## src/rtl/uart_arb_pkg.sv

```systemverilog
// uart_arb_pkg: shared states and limits for the UART transmit arbiter
package uart_arb_pkg;
  localparam int UART_ARB_MAX_REQ = 8;
  typedef enum logic [2:0] {IDLE, HDR, FETCH, ISSUE, WAIT_ACK, WAIT_DONE} state_t;
endpackage

```

## src/rtl/uart_tx_arbiter_rr_pick.sv

```systemverilog
// uart_rr_pick: combinational round-robin picker, search starts at ptr and wraps at N_REQ
module uart_rr_pick
  import uart_arb_pkg::*;
#(
  parameter int N_REQ = 4,
  localparam int IW = $clog2(N_REQ)
) (
  input  logic [N_REQ-1:0] req,
  input  logic [IW-1:0]    ptr,
  output logic [N_REQ-1:0] pick,
  output logic [IW-1:0]    idx,
  output logic             any
);
  logic [IW:0] j;
  always_comb begin
    j = '0;
    idx = '0;
    any = 1'b0;
    // walk from the farthest candidate back so the closest one to ptr wins
    for (int k = N_REQ - 1; k >= 0; k--) begin
      j = {1'b0, ptr} + (IW+1)'(k);
      if (j >= (IW+1)'(N_REQ)) j = j - (IW+1)'(N_REQ);
      if (req[j[IW-1:0]]) begin
        idx = j[IW-1:0];
        any = 1'b1;
      end
    end
  end
  assign pick = any ? (N_REQ'(1) << idx) : '0;
  if (N_REQ < 2 || N_REQ > UART_ARB_MAX_REQ) begin : g_bad
    $error("uart_rr_pick: N_REQ out of range");
  end
endmodule

```

## src/rtl/uart_tx_arbiter.sv

```systemverilog
// uart_tx_arbiter: packet-granular round-robin sharing of one uart_tx between N_REQ byte sources
// Optional header byte per packet when UART_ARB_HEADER_EN is defined.
module uart_tx_arbiter
  import uart_arb_pkg::*;
#(
  parameter int N_REQ = 4,
  parameter logic [7:0] HDR_BASE = 8'h30
) (
  input  logic                 clk,
  input  logic                 rst,
  input  logic [N_REQ-1:0]     req_valid,
  input  logic [8*N_REQ-1:0]   req_data,
  input  logic [N_REQ-1:0]     req_last,
  output logic [N_REQ-1:0]     req_ready,
  output logic                 tx_start,
  output logic [7:0]           tx_data,
  input  logic                 tx_busy,
  output logic [N_REQ-1:0]     grant,
  output logic                 active
);
  localparam int IW = $clog2(N_REQ);
  state_t state, nxt;
  logic [IW-1:0] rr_ptr, g, idx;
  logic [N_REQ-1:0] pick;
  logic any, last_q, vg, lg;
  logic [7:0] sel;
  uart_rr_pick #(.N_REQ(N_REQ)) u_pick (
    .req(req_valid),
    .ptr(rr_ptr),
    .pick(pick),
    .idx(idx),
    .any(any)
  );
  if ($bits(HDR_BASE) != 8) begin : g_bad
    $error("uart_tx_arbiter: HDR_BASE must be a byte");
  end
  always_comb begin
    sel = '0;
    for (int i = 0; i < N_REQ; i++) if (grant[i]) sel = req_data[8*i +: 8];
  end
  assign vg = |(req_valid & grant);
  assign lg = |(req_last & grant);
  always_comb begin
    nxt = state;
    case (state)
`ifdef UART_ARB_HEADER_EN
      IDLE:      nxt = any ? HDR : IDLE;
      HDR:       nxt = ISSUE;
`else
      IDLE:      nxt = any ? FETCH : IDLE;
`endif
      FETCH:     nxt = vg ? ISSUE : FETCH;
      ISSUE:     nxt = tx_busy ? ISSUE : WAIT_ACK;
      WAIT_ACK:  nxt = tx_busy ? WAIT_DONE : WAIT_ACK;
      WAIT_DONE: nxt = tx_busy ? WAIT_DONE : (last_q ? IDLE : FETCH);
      default:   nxt = IDLE;
    endcase
  end
  assign req_ready = (state == FETCH) ? (grant & req_valid) : '0;
  assign tx_start = (state == ISSUE) && !tx_busy;
  assign active = state != IDLE;
  always_ff @(posedge clk or posedge rst) begin
    if (rst) begin
      state <= IDLE;
      grant <= '0;
      g <= '0;
      rr_ptr <= '0;
      last_q <= 1'b0;
      tx_data <= 8'h00;
    end else begin
      state <= nxt;
      if (state == IDLE && any) begin
        grant <= pick;
        g <= idx;
      end
`ifdef UART_ARB_HEADER_EN
      if (state == HDR) begin
        tx_data <= HDR_BASE + 8'(g);
        last_q <= 1'b0;
      end
`endif
      if (state == FETCH && vg) begin
        tx_data <= sel;
        last_q <= lg;
      end
      if (state == WAIT_DONE && !tx_busy && last_q) begin
        rr_ptr <= (g == IW'(N_REQ - 1)) ? '0 : g + IW'(1);
        grant <= '0;
      end
    end
  end
endmodule

```

## config.mk

```make
export PLATFORM = sky130hd
export DESIGN_NAME = uart_tx_arbiter
export DESIGN_NICKNAME = d
export VERILOG_FILES = /design/src/rtl/uart_arb_pkg.sv /design/src/rtl/uart_tx_arbiter_rr_pick.sv /design/src/rtl/uart_tx_arbiter.sv
export SDC_FILE = /design/constraint.sdc
export NUM_CORES = 1
export LEC_CHECK = 0
export CORE_MARGIN = 5
export CORE_UTILIZATION = 43
export DETAILED_ROUTE_END_ITERATION = 6
export GPL_ROUTABILITY_DRIVEN = 0
export HOLD_SLACK_MARGIN = 0.02
export PLACE_DENSITY = 0.95
export SLEW_MARGIN = 20
export SYNTH_ARGS = -nofsm -noshare
export SYNTH_HDL_FRONTEND = slang
export SYNTH_SLANG_ARGS = --single-unit
```

## constraint.sdc

```tcl
create_clock -name clk -period 2.62 [get_ports clk]
set_input_delay 0.524 -clock clk [delete_from_list [all_inputs] [get_ports clk]]
set_output_delay 0.524 -clock clk [all_outputs]
set_load 0.01 [all_outputs]
```

==> flow_summary_export.csv <==
group,metric,value,unit
run_status,status,"complete, no violations",
routing,vias,1293,
grt,grt_pass1_vias,1326,
logic_synthesis,synth.cell_area,1200,µm²
clocking,cts_tree,"done",
cells_and_area,multi_input_area,626,µm²
clocking,clk_pin_slew,0.11,ns
timing,finClkSkew,0.00124,ns
timing,max_slew_margin,0.471,
setup_path,crit_buf_inv,1,
floorplan,coreArea,2710,µm²
setup_path,start_kind,"flop",
clocking,clkSinkCount,20,
timing,finalCriticalPeriod,2.49,ns
routing,drtIter0Drc,113,
clocking,cts_made_buffers,3,
logic_synthesis,netlist.area_leader.share,0.416,
grt,grt_usage,0.195,
logic_synthesis,yosys.area.top_type,"dfrtp_1",
flow_run,cap_violations,0,
grt,grt_max_degree,21,
logic_synthesis,ys.flop_type,"dfrtp_1",
setup_path,required,2.10,ns
logic_synthesis,ys_seq_area_frac,0.416,
logic_synthesis,synth_warnings,0,
clocking,hold_buffers,0,
floorplan,die_h,62.9,µm
floorplan,rows,19,
logic_synthesis,synth-seq-cells,20,
routing,drt-total-wl,3.89,mm
cells_and_area,area_growth_syn_to_layout,53.1,%
routing,first_pass_iters,4,
cells_and_area,postLayoutCoreUtil,0.679,
timing,period_share,0.952,
logic_synthesis,synth_cell_types,31,
routing,drc,0,
timing,tightestPinTransition,0.792,ns
cells_and_area,design_area,1840,µm²
clocking,postCtsResizedCells,0,
cells_and_area,fill_cells,205,
routing,post_drt_wl_per_cell,17.8,µm
place,dpl.hpwl,3.09,mm
logic_synthesis,synthCells,131,
timing,finalHoldViolCount,0,
grt,grt_first_pass_wirelength,6.34,mm
clocking,cts_max_path_buffers,2,
timing,max_freq,0.401,GHz
setup_path,slowest_delay,0.56,ns
setup_path,arrival,1.97,ns
floorplan,die_w,62.9,µm
floorplan,pin_count,61,
pwr,power.density,995,nW/µm²
routing,avgViaCountPerCell,5.90,
timing,setup_tns,0,ns
logic_synthesis,synth-async-reset-ratio,1.00,
hold_path,hold_class,"flop to flop",
clocking,clock_latency,0.30,ns
setup_path,endpoint_kind,"output port",
setup_path,critPathMaxFanout,5,
cells_and_area,n_antenna_cell,0,
floorplan,die_area,3950,µm²
logic_synthesis,synth_area_leaders,"dfrtp_1 (42%), a211o_1 (6.6%), a221oi_1 (5.8%)",
timing,setup_viol,0,
place,io_buffers,60,
place,place_area,1820,µm²
cells_and_area,final_layout_size_suffix_gt1_frac,0.0532,
pwr,p_leak,0.000761,µW
routing,ant_nets,0,
cells_and_area,mostFrequentLayoutCells,"clkdlybuf4s50_1 (60), dfrtp_1 (20), nor2_1 (16), nand2_1 (14), inv_1 (10)",
logic_synthesis,syn_nets,175,
cells_and_area,nets,234,
grt,grt_overflow_total,0,
cells_and_area,final_common_cell,"clkdlybuf4s50_1",
timing,rsz0062_at_grt,"false",
logic_synthesis,synth-edff-count,0,
floorplan,initial_core_util,0.444,
cells_and_area,final-seq-area,500,µm²
pwr,irDropWorstVdd,0.722,mV
setup_path,cp_slowest_cell,"clkdlybuf4s50_1",
timing,slew_violations,0,
logic_synthesis,synth.avg_cell_area,9.18,µm²
setup_path,worstSetupPathType,"flop to output port",
setup_path,critPathTopFamily,"simple AND/OR/NAND/NOR gates",
clocking,cts_setup_buffers,0,
pwr,finalPower,1830,µW
setup_path,worstPathCellList,"or3b_1 -> nor2_1 -> clkdlybuf4s50_1",
clocking,root_buffer,"clkbuf_4",
clocking,cts_htree_levels,1,
grt,antenna_found_initial,0,
metrics by stage:
stage | std cells | setup WS (ns) | hold WS [ns]
finish | 219 | 0.126 | 0.496
global route | 219 | 0.0693 | 0.523
CTS | 219 | 0.124 | 0.501
detailed placement | 216 | 0.192 | 0.486
global placement | 216 | 0.242 | 0.471
floorplan | 131 | 1.03 | 0.457
cell type report:
| class | count | share of cell area |
|---|---|---|
| clock buffer | 3 | 0.0122 |
| inverter | 10 | 0.0204 |
| sequential | 20 | 0.272 |
| timing repair buffer | 62 | 0.334 |
| tap | 31 | 0.0211 |
| multi-input combinational | 93 | 0.340 |
synth_stat cells, types with 3 or more instances:
master / number
a211o_1: 9
a21oi_1: 3
a221oi_1: 8
a31oi_1: 9
a32o_1: 4
clkbuf_1: 6
dfrtp_1: 20
inv_1: 10
mux2_2: 3
nand2_1: 14
nand2b_1: 3
nor2_1: 16
nor2b_1: 5
sequential cells by signal (all words and copies together) (netlist names):
signal	cells
grant	4
last_q	1
rr_ptr	2
state	3
g	2
tx_data	8
layer usage:
layer / wire length (µm) / GRT usage / vias to the layer above
li1: - / - / 600
met1: 1460 / 0.219 / 649
met2: 2200 / 0.355 / 38
met3: 162 / 0.0378 / 6
met4: 64 / 0.0769 / 0
met5: 0 / 0 / -
power by group:
group / internal [µW] / switching (µW)
sequential: 454 / 125
combinational: 572 / 535
clock: 53.6 / 93.4
total: 1080 / 753
worst paths after layout:
check                         start           end  slack [ns]  cells past startpoint
max in group asynchronous       rst      grant[3]        1.47                      2
setup / recovery           state[0]  req_ready[0]        0.13                      3
setup reg to reg           grant[1]    tx_data[7]        0.77                      4
hold / removal                 g[0]     rr_ptr[0]        0.50                      1
hold reg to reg                g[0]     rr_ptr[0]        0.50                      1
min in group asynchronous       rst    tx_data[3]        0.66                      2
kinds of logic after synthesis:
group | Yosys count | synth area share
compound gates | 46 | 0.314
simple gates | 43 | 0.168
flops | 20 | 0.416
buf+inv | 18 | 0.0635
mux | 3 | 0.0281
fa+ha+maj | 1 | 0.0104
Power figures use the tool's default switching activity.
